==> src/rtl/ifm_pkg.sv <==
// Shared definitions for the ifmap RAM read/write controllers: default
// widths and the tile-walker FSM state encoding.
package ifm_pkg;

  localparam int IFM_ADDR_WIDTH = 12;
  localparam int IFM_DATA_WIDTH = 10;
  localparam int IFM_DIM_WIDTH  = 8;

  typedef enum logic [1:0] {
    ST_IDLE  = 2'd0,
    ST_ISSUE = 2'd1,
    ST_DRAIN = 2'd2
  } ifm_state_e;

endpackage : ifm_pkg

==> src/rtl/ifm_rd_ctrl_fifo.sv <==
// Small first-word-fall-through FIFO. The head entry is visible on rd_data
// whenever the FIFO is non-empty. Simultaneous write and read are legal at
// any occupancy; a write into a full FIFO is accepted only alongside a read.
module sync_fifo #(
  parameter int WIDTH = 11,
  parameter int DEPTH = 4
) (
  input  logic                     clk,
  input  logic                     rst_n,
  input  logic                     wr_en,
  input  logic [WIDTH-1:0]         wr_data,
  input  logic                     rd_en,
  output logic [WIDTH-1:0]         rd_data,
  output logic [$clog2(DEPTH):0]   count,
  output logic                     full,
  output logic                     empty
);

  localparam int PW = $clog2(DEPTH);

  logic [WIDTH-1:0] mem_q [DEPTH];
  logic [PW-1:0]    wr_ptr_q;
  logic [PW-1:0]    rd_ptr_q;
  logic [PW:0]      count_q;
  logic             do_wr_s;
  logic             do_rd_s;

  // Qualify pushes and pops against current occupancy.
  always_comb begin
    do_rd_s = rd_en && (count_q != {(PW+1){1'b0}});
    do_wr_s = wr_en && ((count_q != (PW+1)'(DEPTH)) || do_rd_s);
  end

  // Storage is not reset: the empty flag masks stale entries.
  always_ff @(posedge clk) begin
    if (do_wr_s) begin
      mem_q[wr_ptr_q] <= wr_data;
    end
  end

  // Pointer and occupancy bookkeeping with synchronous active-low reset.
  always_ff @(posedge clk) begin
    if (!rst_n) begin
      wr_ptr_q <= {PW{1'b0}};
      rd_ptr_q <= {PW{1'b0}};
      count_q  <= {(PW+1){1'b0}};
    end else begin
      if (do_wr_s) begin
        wr_ptr_q <= wr_ptr_q + PW'(1);
      end
      if (do_rd_s) begin
        rd_ptr_q <= rd_ptr_q + PW'(1);
      end
      case ({do_wr_s, do_rd_s})
        2'b10:   count_q <= count_q + (PW+1)'(1);
        2'b01:   count_q <= count_q - (PW+1)'(1);
        default: count_q <= count_q;
      endcase
    end
  end

  // Status and head-of-queue view.
  always_comb begin
    rd_data = mem_q[rd_ptr_q];
    count   = count_q;
    full    = (count_q == (PW+1)'(DEPTH));
    empty   = (count_q == {(PW+1){1'b0}});
  end

endmodule : sync_fifo

==> src/rtl/ifm_rd_ctrl.sv <==
// Read-side initiator for the ifmap RAM. Walks one rectangular tile in
// row-major order, issuing at most one read per clock while credits allow,
// and streams the returned words (with a last flag) out of a small FIFO.
module ifm_rd_ctrl
  import ifm_pkg::*;
#(
  parameter int ADDR_WIDTH = IFM_ADDR_WIDTH,
  parameter int DATA_WIDTH = IFM_DATA_WIDTH,
  parameter int DIM_WIDTH  = IFM_DIM_WIDTH,
  parameter int FIFO_DEPTH = 4
) (
  input  logic                  clk,
  input  logic                  rst_n,
  input  logic                  start,
  input  logic [ADDR_WIDTH-1:0] base_addr,
  input  logic [DIM_WIDTH-1:0]  num_rows,
  input  logic [DIM_WIDTH-1:0]  num_cols,
  input  logic [ADDR_WIDTH-1:0] row_stride,
  output logic                  busy,
  output logic                  done,
  output logic                  ram_read_req,
  output logic [ADDR_WIDTH-1:0] ram_read_addr,
  input  logic [DATA_WIDTH-1:0] ram_read_data,
  output logic                  m_valid,
  input  logic                  m_ready,
  output logic [DATA_WIDTH-1:0] m_data,
  output logic                  m_last
);

  localparam int CW = $clog2(FIFO_DEPTH) + 1;
  localparam int OW = CW + 2;

  ifm_state_e            state_q;
  logic [DIM_WIDTH-1:0]  rows_q;
  logic [DIM_WIDTH-1:0]  cols_q;
  logic [DIM_WIDTH-1:0]  row_q;
  logic [DIM_WIDTH-1:0]  col_q;
  logic [ADDR_WIDTH-1:0] stride_q;
  logic [ADDR_WIDTH-1:0] row_base_q;
  logic [ADDR_WIDTH-1:0] addr_q;
  logic                  busy_q;
  logic                  done_q;
  logic                  req_q;
  logic                  req_last_q;

  // Return tracker: one valid/last bit per RAM pipeline stage.
  logic                  v1_q;
  logic                  v2_q;
  logic                  l1_q;
  logic                  l2_q;

  logic [CW-1:0]         fifo_count_s;
  logic                  fifo_full_s;
  logic                  fifo_empty_s;
  logic [DATA_WIDTH:0]   fifo_rd_s;
  logic                  pop_s;
  logic                  head_last_s;
  logic [OW-1:0]         occ_s;
  logic                  credit_ok_s;
  logic                  col_end_s;
  logic                  is_last_s;

  // Credit check: a request decided now appears next cycle, so count every
  // word that will occupy the FIFO then (current entries net of this pop,
  // plus everything already committed to the RAM pipeline).
  always_comb begin
    pop_s       = !fifo_empty_s && m_ready;
    head_last_s = fifo_rd_s[DATA_WIDTH];
    occ_s       = OW'(fifo_count_s) + OW'(v2_q) + OW'(v1_q) + OW'(req_q) - OW'(pop_s);
    credit_ok_s = !fifo_full_s && (occ_s < OW'(FIFO_DEPTH));
    col_end_s   = (col_q == (cols_q - DIM_WIDTH'(1)));
    is_last_s   = col_end_s && (row_q == (rows_q - DIM_WIDTH'(1)));
  end

  // Tile-walker FSM with registered status and request outputs.
  always_ff @(posedge clk) begin
    if (!rst_n) begin
      state_q    <= ST_IDLE;
      rows_q     <= {DIM_WIDTH{1'b0}};
      cols_q     <= {DIM_WIDTH{1'b0}};
      row_q      <= {DIM_WIDTH{1'b0}};
      col_q      <= {DIM_WIDTH{1'b0}};
      stride_q   <= {ADDR_WIDTH{1'b0}};
      row_base_q <= {ADDR_WIDTH{1'b0}};
      addr_q     <= {ADDR_WIDTH{1'b0}};
      busy_q     <= 1'b0;
      done_q     <= 1'b0;
      req_q      <= 1'b0;
      req_last_q <= 1'b0;
    end else begin
      done_q     <= 1'b0;
      req_q      <= 1'b0;
      req_last_q <= 1'b0;
      case (state_q)
        ST_IDLE: begin
          busy_q <= 1'b0;
          if (start) begin
            if ((num_rows != {DIM_WIDTH{1'b0}}) && (num_cols != {DIM_WIDTH{1'b0}})) begin
              rows_q     <= num_rows;
              cols_q     <= num_cols;
              stride_q   <= row_stride;
              row_base_q <= base_addr;
              row_q      <= {DIM_WIDTH{1'b0}};
              col_q      <= {DIM_WIDTH{1'b0}};
              busy_q     <= 1'b1;
              state_q    <= ST_ISSUE;
            end else begin
              // Empty tile: nothing to read, report completion at once.
              done_q <= 1'b1;
            end
          end
        end
        ST_ISSUE: begin
          if (credit_ok_s) begin
            req_q      <= 1'b1;
            req_last_q <= is_last_s;
            addr_q     <= row_base_q + ADDR_WIDTH'(col_q);
            if (col_end_s) begin
              col_q      <= {DIM_WIDTH{1'b0}};
              row_q      <= row_q + DIM_WIDTH'(1);
              row_base_q <= row_base_q + stride_q;
            end else begin
              col_q <= col_q + DIM_WIDTH'(1);
            end
            if (is_last_s) begin
              state_q <= ST_DRAIN;
            end
          end
        end
        ST_DRAIN: begin
          // busy stays high through the done cycle and drops in IDLE.
          if (pop_s && head_last_s) begin
            done_q  <= 1'b1;
            state_q <= ST_IDLE;
          end
        end
        default: begin
          state_q <= ST_IDLE;
          busy_q  <= 1'b0;
        end
      endcase
    end
  end

  // Track outstanding reads through the 2-clock RAM latency.
  always_ff @(posedge clk) begin
    if (!rst_n) begin
      v1_q <= 1'b0;
      v2_q <= 1'b0;
      l1_q <= 1'b0;
      l2_q <= 1'b0;
    end else begin
      v1_q <= req_q;
      v2_q <= v1_q;
      l1_q <= req_last_q;
      l2_q <= l1_q;
    end
  end

  sync_fifo #(
    .WIDTH (DATA_WIDTH + 1),
    .DEPTH (FIFO_DEPTH)
  ) u_fifo (
    .clk     (clk),
    .rst_n   (rst_n),
    .wr_en   (v2_q),
    .wr_data ({l2_q, ram_read_data}),
    .rd_en   (pop_s),
    .rd_data (fifo_rd_s),
    .count   (fifo_count_s),
    .full    (fifo_full_s),
    .empty   (fifo_empty_s)
  );

  // Drive the output stream from the FIFO head; zeros while empty so no
  // stale word is ever visible.
  always_comb begin
    busy          = busy_q;
    done          = done_q;
    ram_read_req  = req_q;
    ram_read_addr = addr_q;
    if (fifo_empty_s) begin
      m_valid = 1'b0;
      m_data  = {DATA_WIDTH{1'b0}};
      m_last  = 1'b0;
    end else begin
      m_valid = 1'b1;
      m_data  = fifo_rd_s[DATA_WIDTH-1:0];
      m_last  = head_last_s;
    end
  end

endmodule : ifm_rd_ctrl

==> config.mk <==
export PLATFORM = sky130hd
export DESIGN_NAME = ifm_rd_ctrl
export DESIGN_NICKNAME = d
export VERILOG_FILES = /design/src/rtl/ifm_pkg.sv /design/src/rtl/ifm_rd_ctrl_fifo.sv /design/src/rtl/ifm_rd_ctrl.sv
export SDC_FILE = /design/constraint.sdc
export NUM_CORES = 1
export LEC_CHECK = 0
export CORE_MARGIN = 2
export CORE_UTILIZATION = 41
export DETAILED_ROUTE_END_ITERATION = 6
export GPL_TIMING_DRIVEN = 0
export PLACE_DENSITY = 0.59
export SLEW_MARGIN = 0
export SYNTH_ARGS = -nofsm -noshare
export SYNTH_HDL_FRONTEND = slang
export SYNTH_SLANG_ARGS = --single-unit
export TNS_END_PERCENT = 30
==> constraint.sdc <==
create_clock -name clk -period 8.9 [get_ports clk]
set_input_delay 1.335 -clock clk [delete_from_list [all_inputs] [get_ports clk]]
set_output_delay 1.335 -clock clk [all_outputs]
set_load 0.01 [all_outputs]
==> results of run 1 <==
==> through the flow <==
stage,util,area [sq um],hold slack [ns],power [mW],cells
floorplan,-,6790,0.412,1.33,702
global placement,0.479,7860,0.418,1.61,1002
detailed placement,0.479,7860,0.422,1.63,1002
CTS,0.515,8440,0.438,2.31,1034
global route,0.515,8440,0.457,2.44,1034
finish,0.515,8440,0.435,2.30,1034
==> critical path: cells and delay by family <==
kind	cells	cell delay [ns]
and+or+nand+nor	4	0.74
AOI/OAI and AO/OA	4	1.46
buffers and inverters	4	1.16
adders and majority gates	3	0.89
==> layout make-up <==
cell class              count  area, sq um  area share
clock buffers              19          454      0.0538
inverters                  36          135      0.0160
repair buffers             80          801      0.0948
plain buffers              26          104      0.0123
well taps                 220          275      0.0326
multi-input cells         509         3490       0.413
clock inverters            13          125      0.0148
flip-flops and latches    131         3060       0.363
==> cell usage after synthesis, drive strengths merged, types with 8 or more instances <==
master  count  area [sq um]
a211oi      9          67.6
edfxtp     44          1320
mux4       11           248
xnor2      22           193
nor3       22           115
ha         36           450
mux2i       9          90.1
o21a       11          82.6
o21ai      27           135
nand2      86           323
dfxtp      87          1740
nand3      13          65.1
a31oi      12           105
and2        9          56.3
nor2       49           186
clkbuf     21          78.8
a21oi      58           290
nor4        9          62.6
or3         8          50.1
nor2b      23           144
inv        36           135
xor2       14           123
==> cell usage in the layout, fill, tap and decap left out, types with 8 or more instances in the layout <==
master	instances
sky130_fd_sc_hd__a211oi_1	9
sky130_fd_sc_hd__a21oi_1	58
sky130_fd_sc_hd__a31oi_1	10
sky130_fd_sc_hd__and2_1	9
sky130_fd_sc_hd__clkbuf_1	22
sky130_fd_sc_hd__clkbuf_16	18
sky130_fd_sc_hd__clkdlybuf4s50_1	80
sky130_fd_sc_hd__dfxtp_1	87
sky130_fd_sc_hd__edfxtp_1	44
sky130_fd_sc_hd__ha_1	36
sky130_fd_sc_hd__inv_1	36
sky130_fd_sc_hd__mux2i_1	9
sky130_fd_sc_hd__mux4_2	11
sky130_fd_sc_hd__nand2_1	86
sky130_fd_sc_hd__nand3_1	13
sky130_fd_sc_hd__nor2_1	48
sky130_fd_sc_hd__nor2b_1	23
sky130_fd_sc_hd__nor3_1	21
sky130_fd_sc_hd__nor4_1	8
sky130_fd_sc_hd__o21a_1	11
sky130_fd_sc_hd__o21ai_0	26
sky130_fd_sc_hd__or3_1	8
sky130_fd_sc_hd__xnor2_1	22
sky130_fd_sc_hd__xor2_1	14
==> metal layers <==
metal,vias up,track usage
met3,22,0.0487
li1,2748,-
met2,131,0.322
met5,-,0
met4,0,0.0639
met1,2625,0.250
==> logic make-up (layout without fill, tap and decap cells) <==
kind of cell	count (synthesis)	after routing	synth area share
AOI/OAI and AO/OA	167	167	0.163
buffers and inverters	62	174	0.0352
DFF	131	131	0.451
and+or+nand+nor	246	246	0.176
muxes	20	20	0.0498
xor gates and xnor gates	36	36	0.0465
adders and majority gates	40	40	0.0782
==> power breakdown <==
group | total, mW | switching (mW) | internal [mW]
clock | 0.675 | 0.271 | 0.405
sequential | 0.747 | 0.0637 | 0.683
combinational | 0.877 | 0.496 | 0.381
total | 2.30 | 0.830 | 1.47
==> worst min-delay path by stage <==
stage	slack (ns)	from	to	depth (start not counted)
global route	0.46	req_last_q	l1_q	1
finish	0.44	l1_q	l2_q	1
CTS	0.44	req_last_q	l1_q	1
global placement	0.42	req_last_q	l1_q	1
detailed placement	0.42	req_last_q	l1_q	1
floorplan	0.41	req_last_q	l1_q	1
==> sequential cells by signal, summed over array words and instances (netlist names), 2 cells and up, named ones only <==
name	cells
u_fifo.mem_q	44
row_base_q	12
col_q	8
row_q	8
stride_q	12
u_fifo.wr_ptr_q	2
rows_q	8
cols_q	8
ram_read_addr	12
u_fifo.count	3
u_fifo.rd_ptr_q	2
state_q	2
==> metrics.md, run 1 <==
| Metric | Value |
|---|---|
| Transition time at the pin with the least slew margin | `between 0.8 and 0.9 ns` |
| DRC violation count after routing | `0` |
| Synthesis warning total | `0` |
| Number of iterations in the first detailed-routing pass | `5` |
| Estimated wirelength of the detail-placed design | `12500 um` |
| Clk_skew | `approximately 0.013 ns` |
| Category of the critical setup timing path | `input port to flop` |
| Placer's final routability congestion estimate | `0.874` |
| Fill cells | `~1500` |
| Share of final-layout standard cells stronger than drive strength 1 | `0.0676` |
| Pin count of the biggest net entering global routing | `17` |
| Root Buffer Master | `sky130_fd_sc_hd__clkbuf_16` |
| Starting utilization of the core area | `0.414` |
| CP cell instances | `clkdlybuf4s50_1, nor2b_1, clkbuf_1, ha_1, fa_1, inv_1, ha_1, and4b_1, o211a_1, a211oi_1, a211oi_1, a31oi_4, buf_4, nand2_1, nor2_1` |
| Post-cts repair resize count | `0` |
| Worst setup path start | `m_ready` |
| Met3 wirelength from detailed routing | `721 um` |
| Bufs on Longest Clock Path | `2` |
| Worst hold path type | `flop to flop` |
| Capturing element type of the critical path | `flop` |
| Final setup viols | `0` |
| Average cell area after synthesis | `roughly 9.7 sq um` |
| Hold buffers post-CTS | `0` |
| Sum of met2 wire segment lengths after detailed routing | `between 7000 and 8000 um` |
| Number of max-cap violations | `0` |
| Final-report max-slew violation count | `0` |
| Clock tree from TritonCTS | `yes` |
| Count of antenna diodes in the layout | `0` |
| Largest vdd supply drop | `0.177 mV` |
| Setup ws final | `3.66 ns` |
| Worst-path clk slew | `0.06 ns` |
| Number of antenna violations at the first check in global routing | `0` |
| Arrival time at the worst endpoint | `roughly 5.6 ns` |
| Routed wire length per instance | `~16 um` |
| Die width | `between 100 and 150 um` |
| Routed vias/inst | `5.34` |
| Worst setup path end | `col_q[3]` |
| Post-route ant nets | `0` |
| Height of the chip | `133 um` |
| Final hold violation count | `0` |
| Part of the Yosys area used for sequential elements | `0.451` |
| Number of buffers inserted by port buffering | `80` |
| Starting DRT DRC Count | `~250` |
| Wire length of the first global-routing pass | `27000 um` |
| Number of flops mapped to enable cells by yosys | `44` |
| Std-Cell Core Area | `16400 sq um` |
| Top Layer Used | `met4` |
| Slowest stage cell on the critical path | `sky130_fd_sc_hd__a211oi_1` |
| Leakage Power | `3.10 nW` |
| Via count of the first global-routing pass | `around 5500` |
| Kind of start point of the critical path | `input port` |
| Setup Buffers After CTS | `0` |
| Maximum fanout along the worst path | `10` |
| Worst r2r path cells | `15` |
| PD cells | `272 nW/um^2` |
| Sum of routed wire segments on met1 | `roughly 7700 um` |
| Std cell rows | `47` |
| TritonCTS buffer count | `17` |
| Largest stage delay on the critical path | `around 0.64 ns` |
| Count of clock tree sinks | `about 130` |
| Worst reg2reg path endpoint | `col_q[3]` |
| Net total in the final layout | `895` |
| Growth of design area from synthesis to finish | `24.4%` |
| H-tree Lvls | `4` |
| Fmax | `191 MHz` |
| Cells after synthesis | `around 700` |
| Latest clock arrival within the worst-skew pair | `0.42 ns` |
| Setup slack of the most critical reg-to-reg path | `between 4 and 5 ns` |
| Total negative setup slack | `0 ns` |
| Final wirelength | `16500 um` |
| Die footprint | `about 18000 sq um` |
| Fraction of registers with async set or reset after synthesis | `0` |
| Unrepaired setup endpoints after global routing | `no` |
| Launch point of the worst reg-to-reg path | `u_fifo.count[0]` |
| Post-placement setup slack | `around 3.3 ns` |
| Required time reported for the critical path endpoint | `9.25 ns` |
| Boundary pin count | `81` |
| Aggregate global-route resource usage | `0.195` |
| Slew HR | `0.414` |
| Final Critical Period | `around 5.2 ns` |
| Mapped Nets | `796` |
| Total congestion overflow after global routing | `0` |
| Mapped Area | `between 6000 and 7000 sq um` |
| Primary flip-flop cell chosen by synthesis mapping | `sky130_fd_sc_hd__dfxtp_1` |
| Count of unique library cells instantiated by Yosys | `63` |
| Routed vias | `5526` |
| Number of synthesized register bits | `between 100 and 150` |
| Run status | `completed` |
| Ratio of final minimum period to clock period | `0.589` |
Power figures use the tool's default switching activity.
==> inputs of run 2 (changes only) <==
--- a/config.mk
+++ b/config.mk
@@ -9,7 +9,7 @@
 export CORE_UTILIZATION = 41
 export DETAILED_ROUTE_END_ITERATION = 6
 export GPL_TIMING_DRIVEN = 0
-export PLACE_DENSITY = 0.59
+export PLACE_DENSITY = 0.61
 export SLEW_MARGIN = 0
 export SYNTH_ARGS = -nofsm -noshare
 export SYNTH_HDL_FRONTEND = slang
==> constraint.sdc (replaced) <==
create_clock -name clk -period 4.19 [get_ports clk]
set_input_delay 0.6285 -clock clk [delete_from_list [all_inputs] [get_ports clk]]
set_output_delay 0.6285 -clock clk [all_outputs]
set_load 0.01 [all_outputs]
==> run 2 against run 1 <==
Critical path depth unchanged. Final cell count is 0.48% higher. Combinational power increased by 130%. Worst setup slack lost 3.5 ns. Register-to-register slack got worse by 4.2 ns. Highest routed layer unchanged.
==> metrics.md, run 2 (synthesis results as in run 1) <==
| Metric | Value |
|---|---|
| Capturing element type of the critical path | `flop` |
| Cell area after placement | `7860 sq um (unchanged)` |
| Number of iterations in the first detailed-routing pass | `5 (unchanged)` |
| Worst hold path type | `flop to flop` |
| Number of flip-flops in the largest register | `44 (unchanged)` |
| Estimated wirelength of the detail-placed design | `12700 um (+1.2%)` |
| Share of final-layout standard cells stronger than drive strength 1 | `0.0818 (+0.0142)` |
| Via count of the first global-routing pass | `5500 (+0.66%)` |
| Category of the critical setup timing path | `input port to flop` |
| Worst-path clk slew | `0.06 ns (about the same)` |
| Std-Cell Core Area | `16400 sq um (unchanged)` |
| Launch point of the worst reg-to-reg path | `u_fifo.count[0]` |
| Routed vias | `5549 (+0.42%)` |
| Boundary pin count | `81 (unchanged)` |
| Worst Min Path Start | `req_last_q` |
| Total negative setup slack | `0 ns (unchanged)` |
| Pin count of the biggest net entering global routing | `17 (unchanged)` |
| Die footprint | `17600 sq um (unchanged)` |
| Transition time at the pin with the least slew margin | `0.881 ns (+0.00196 ns)` |
| Most common cell after layout, fill and taps aside | `sky130_fd_sc_hd__dfxtp_1` |
| Number of antenna violations at the first check in global routing | `0 (unchanged)` |
| Final Critical Period | `roughly 4.0 ns` |
| Layout Cells excl Fill | `1039 (+0.48%)` |
| Growth of design area from synthesis to finish | `26.1%` |
| Worst setup path start | `m_ready` |
| Run status | `completed` |
| Required time reported for the critical path endpoint | `4.50 ns (-4.75 ns)` |
| Placer's final routability congestion estimate | `0.902 (+3.1%)` |
| DRC violation count after routing | `0 (unchanged)` |
| H-tree Lvls | `4 (unchanged)` |
| Net total in the final layout | `900 (+0.56%)` |
| Worst r2r path cells | `15 (unchanged)` |
| Height of the chip | `133 um (unchanged)` |
| Final wirelength | `16900 um (+2.1%)` |
| Fmax | `249 MHz` |
| Starting utilization of the core area | `0.414 (unchanged)` |
| Ratio of final minimum period to clock period | `0.958` |
| Aggregate global-route resource usage | `0.200 (+0.00494)` |
| PD cells | `594 nW/um^2 (+120%)` |
| Total congestion overflow after global routing | `0 (unchanged)` |
| Number of max-cap violations | `0 (unchanged)` |
| Routed wire length per instance | `16.2 um (+1.6%)` |
| Final setup viols | `0 (unchanged)` |
| Count of antenna diodes in the layout | `0 (unchanged)` |
| Starting DRT DRC Count | `282 (+11%)` |
| Leakage Power | `3.13 nW (+1.2%)` |
| Largest vdd supply drop | `0.299 mV (+69%)` |
| Std cell rows | `47 (unchanged)` |
| Bufs on Longest Clock Path | `2 (unchanged)` |
| Number of buffers inserted by port buffering | `80 (unchanged)` |
| Wire length of the first global-routing pass | `27600 um (+2.3%)` |
| Count of clock tree sinks | `131 (unchanged)` |
| Maximum fanout along the worst path | `10 (unchanged)` |
| Die width | `133 um (unchanged)` |
| Routed vias/inst | `5.34 (about the same)` |
| Fill cells | `1501 (+0.54%)` |
| Clk_skew | `0.00699 ns (-0.00586 ns)` |
| Clock tree from TritonCTS | `yes` |
| Latest clock arrival within the worst-skew pair | `0.42 ns (about the same)` |
| Arrival time at the worst endpoint | `4.33 ns (-1.26 ns)` |
| Root Buffer Master | `sky130_fd_sc_hd__clkbuf_16` |
| Layout Cell Area excl Fill | `8560 sq um (+1.4%)` |
| Sequential cell area | `3060 sq um (unchanged)` |
| Unrepaired setup endpoints after global routing | `yes` |
| TritonCTS buffer count | `17 (unchanged)` |
| Leading cell types in the layout, fill and taps excluded | `87 x sky130_fd_sc_hd__dfxtp_1, 86 x sky130_fd_sc_hd__nand2_1, 80 x sky130_fd_sc_hd__clkdlybuf4s50_1` |
| Most flop-heavy register | `u_fifo.mem_q` |
| Post-Route Utilization | `0.522 (+0.00702)` |
| Cells after DPL | `1002 (unchanged)` |
| Cells on Worst Hold Path | `1 (unchanged)` |
| Post-route ant nets | `0 (unchanged)` |
| Total area of multi-input combinational cells | `3530 sq um (+1.4%)` |
| Slew HR | `0.413 (-0.00131)` |
| Hold buffers post-CTS | `0 (unchanged)` |
| Kind of start point of the critical path | `input port` |
| Final-report max-slew violation count | `0 (unchanged)` |
| Final hold violation count | `0 (unchanged)` |
## run 2: worst paths after layout
kind / endpoint / slack [ns]
min reg2reg: l1_q / 0.43
max reg2reg: row_base_q[4] / 0.32
max: row_base_q[4] / 0.18
min: l1_q / 0.43
## run 2: area by class of cell
| type | count | area share |
|---|---|---|
| inverters | 36 | 0.0158 |
| well taps | 220 | 0.0322 |
| plain buffers | 26 | 0.0123 |
| clock buffers | 17 | 0.0497 |
| clock inverters | 15 | 0.0197 |
| multi-input cells | 509 | 0.413 |
| repair buffers | 85 | 0.0994 |
| flip-flops and latches | 131 | 0.358 |
## run 2: report_power, final
group          switching (mW)  internal (mW)
combinational            1.11          0.896
sequential              0.134           1.45
clock                   0.639          0.847
## run 2: timing repair
| action | 4_1_cts | 5_1_grt |
|---|---|---|
| pin swaps | 0 | 3 |
| resized for setup | 1 | 8 |
| buffers inserted | 0 | 5 |
| cloned | 0 | 0 |
| setup endpoints to repair | 31 | 42 |
## run 2: layer usage
metal / GRT usage / share of wire / wire length (um) / up-vias
li1: - / - / - / 2754
met1: 0.253 / 0.46 / 7700 / 2647
met2: 0.344 / 0.50 / 8370 / 134
met3: 0.0383 / 0.035 / 598 / 14
met4: 0.0627 / 0.013 / 214 / 0
met5: 0 / 0 / 0 / -
## run 2: metrics by stage
stage | setup slack [ns] | hold slack (ns) | total power [mW]
3_5_place_dp | -0.619 | 0.424 | 3.46
2_1_floorplan | 0.510 | 0.412 | 2.83
5_1_grt | -0.0426 | 0.461 | 5.39
4_1_cts | -0.184 | 0.439 | 4.96
6_report | 0.177 | 0.433 | 5.08
3_3_place_gp | -0.524 | 0.424 | 3.41
## run 2: critical path, cell delays in order
cell	delay, ns
sky130_fd_sc_hd__clkdlybuf4s50_1	0.60
sky130_fd_sc_hd__nor2b_1	0.16
sky130_fd_sc_hd__clkbuf_2	0.18
sky130_fd_sc_hd__ha_1	0.26
sky130_fd_sc_hd__fa_1	0.35
sky130_fd_sc_hd__inv_1	0.06
sky130_fd_sc_hd__ha_1	0.22
sky130_fd_sc_hd__and4b_1	0.26
sky130_fd_sc_hd__nor4_4	0.33
sky130_fd_sc_hd__a211oi_4	0.11
sky130_fd_sc_hd__a211oi_2	0.28
sky130_fd_sc_hd__a31oi_4	0.20
sky130_fd_sc_hd__buf_4	0.25
sky130_fd_sc_hd__a211o_1	0.30
sky130_fd_sc_hd__o211a_1	0.13
==> inputs of run 3 (changes only) <==
--- a/config.mk
+++ b/config.mk
@@ -10,7 +10,7 @@
 export DETAILED_ROUTE_END_ITERATION = 6
 export GPL_TIMING_DRIVEN = 0
 export PLACE_DENSITY = 0.61
-export SLEW_MARGIN = 0
+export SLEW_MARGIN = 30
 export SYNTH_ARGS = -nofsm -noshare
 export SYNTH_HDL_FRONTEND = slang
 export SYNTH_SLANG_ARGS = --single-unit
==> run 3 against run 2 <==
Core utilization barely moved. Register-to-register slack about the same. Routed wire length about the same. Critical path depth stayed put. Largest cell class unchanged. Largest power group unchanged.
==> metrics.md, run 3 (synthesis results as in run 1) <==
| Metric | Value |
|---|---|
| Cell family with most CP delay | `buffers and inverters` |
| Height of the chip | `133 um (unchanged)` |
| Most flop-heavy register | `u_fifo.mem_q` |
| Final setup viols | `0 (unchanged)` |
| Die footprint | `17600 sq um (unchanged)` |
| Pin count of the biggest net entering global routing | `17 (unchanged)` |
| Count of antenna diodes in the layout | `0 (unchanged)` |
| Share of final-layout standard cells stronger than drive strength 1 | `0.0830 (+0.00122)` |
| Estimated wirelength of the detail-placed design | `12700 um (unchanged)` |
| Post-placement setup slack | `-0.619 ns (unchanged)` |
| Cell area after placement | `7860 sq um (unchanged)` |
| Kind of start point of the critical path | `input port` |
| Most frequent cell on the critical path | `sky130_fd_sc_hd__ha_1` |
| Number of iterations in the first detailed-routing pass | `5 (unchanged)` |
| Arrival time at the worst endpoint | `4.33 ns (about the same)` |
| Bufs on Longest Clock Path | `2 (unchanged)` |
| Setup ws final | `0.177 ns (-0.0000500 ns)` |
| Maximum fanout along the worst path | `10 (unchanged)` |
| Sum of met2 wire segment lengths after detailed routing | `8370 um (unchanged)` |
| Post-route ant nets | `0 (unchanged)` |
| Routed vias | `5554 (+0.090%)` |
| DRC violation count after routing | `0 (unchanged)` |
| Starting DRT DRC Count | `282 (unchanged)` |
| Clock tree from TritonCTS | `yes` |
| Number of antenna violations at the first check in global routing | `0 (unchanged)` |
| Required time reported for the critical path endpoint | `4.50 ns (about the same)` |
| Leakage Power | `3.14 nW (+0.11%)` |
| Run status | `completed` |
| PD cells | `594 nW/um^2 (about the same)` |
| Growth of design area from synthesis to finish | `26.1% (about the same)` |
| Met3 wirelength from detailed routing | `603 um (+0.84%)` |
| Starting utilization of the core area | `0.414 (unchanged)` |
| Largest vdd supply drop | `0.299 mV (about the same)` |
| Count of clock tree sinks | `131 (unchanged)` |
| Latest clock arrival within the worst-skew pair | `0.42 ns (about the same)` |
| Via count of the first global-routing pass | `5500 (unchanged)` |
| Most common cell after layout, fill and taps aside | `sky130_fd_sc_hd__dfxtp_1` |
| Final wirelength | `16900 um (about the same)` |
| Worst-path clk slew | `0.06 ns (about the same)` |
| Top Layer Used | `met4` |
| Placer's final routability congestion estimate | `0.902 (unchanged)` |
| Unrepaired setup endpoints after global routing | `yes` |
| Std-Cell Core Area | `16400 sq um (unchanged)` |
| Category of the critical setup timing path | `input port to flop` |
| Std cell rows | `47 (unchanged)` |
| Clk_skew | `0.00699 ns (-0.000000500 ns)` |
| Routed vias/inst | `5.35 (about the same)` |
| Number of buffers inserted by port buffering | `80 (unchanged)` |
| Final hold violation count | `0 (unchanged)` |
| Final Critical Period | `4.01 ns (+0.0000500 ns)` |
| H-tree Lvls | `4 (unchanged)` |
| Number of flip-flops in the largest register | `44 (unchanged)` |
| Total negative setup slack | `0 ns (unchanged)` |
| Slew HR | `0.479 (+0.0662)` |
| Boundary pin count | `81 (unchanged)` |
| Worst hold path type | `flop to flop` |
| Aggregate global-route resource usage | `0.200 (unchanged)` |
| Fmax | `249 MHz (about the same)` |
| Hold buffers post-CTS | `0 (unchanged)` |
| Net total in the final layout | `900 (unchanged)` |
| Sum of routed wire segments on met1 | `7690 um (-0.10%)` |
| Post-Route Utilization | `0.522 (about the same)` |
| Wire length of the first global-routing pass | `27600 um (unchanged)` |
| WP buf/inv | `4 (unchanged)` |
| Leading cell types in the layout, fill and taps excluded | `87 x sky130_fd_sc_hd__dfxtp_1, 86 x sky130_fd_sc_hd__nand2_1, 80 x sky130_fd_sc_hd__clkdlybuf4s50_1` |
| Total congestion overflow after global routing | `0 (unchanged)` |
| Ratio of final minimum period to clock period | `0.958 (about the same)` |
| Layout Cell Area excl Fill | `8560 sq um (about the same)` |
| Die width | `133 um (unchanged)` |
| Largest stage delay on the critical path | `0.60 ns (about the same)` |
| Number of max-cap violations | `0 (unchanged)` |
| Root Buffer Master | `sky130_fd_sc_hd__clkbuf_16` |
| Slowest stage cell on the critical path | `sky130_fd_sc_hd__clkdlybuf4s50_1` |
| Transition time at the pin with the least slew margin | `0.773 ns (-0.108 ns)` |
| Capturing element type of the critical path | `flop` |
| Total power draw | `5.08 mW (about the same)` |
| Fill cells | `1503 (+0.13%)` |
| CP cell instances | `clkdlybuf4s50_1, nor2b_1, clkbuf_2, ha_1, fa_1, inv_1, ha_1, and4b_1, nor4_4, a211oi_4, a211oi_2, a31oi_4, buf_4, a211o_1, o211a_1` |
| TritonCTS buffer count | `17 (unchanged)` |
| Final-report max-slew violation count | `0 (unchanged)` |
| Routed wire length per instance | `16.2 um (about the same)` |
==> run 3: area by class of cell <==
type,instances,area (sq um),share of cell area
Clock buffer,17,425,0.0497
Timing Repair Buffer,85,851,0.0994
Clock inverter,15,169,0.0197
Multi-Input combinational cell,509,3530,0.413
Tap cell,220,275,0.0322
Inverter,36,135,0.0158
Buffer,26,106,0.0124
Sequential cell,131,3060,0.358
==> run 3: final timing paths <==
| check | from | endpoint | slack (ns) | cells after the start |
|---|---|---|---|---|
| max | m_ready | row_base_q[4] | 0.18 | 15 |
| min | req_last_q | l1_q | 0.43 | 1 |
| max reg2reg | u_fifo.count[0] | row_base_q[4] | 0.32 | 15 |
| min reg2reg | req_last_q | l1_q | 0.43 | 1 |
==> run 3: report_power, final <==
part           internal [mW]  total, mW  switching, mW
clock                  0.847       1.49          0.639
combinational          0.897       2.01           1.11
sequential              1.45       1.58          0.134
==> run 3: timing repair <==
| action | 4_1_cts | 5_1_grt |
|---|---|---|
| setup endpoints to repair | 31 | 42 |
| resized for setup | 1 | 8 |
| buffers inserted | 0 | 5 |
| pin swaps | 0 | 3 |
==> run 3: layer usage <==
| layer | track usage | up-vias |
|---|---|---|
| li1 | - | 2754 |
| met1 | 0.253 | 2650 |
| met2 | 0.344 | 136 |
| met3 | 0.0383 | 14 |
| met4 | 0.0627 | 0 |
| met5 | 0 | - |
==> run 3: per-stage QoR <==
stage | cells | hold WS, ns
finish | 1039 | 0.433
global route | 1039 | 0.461
CTS | 1034 | 0.439
detailed placement | 1002 | 0.424
global placement | 1002 | 0.424
floorplan | 702 | 0.412
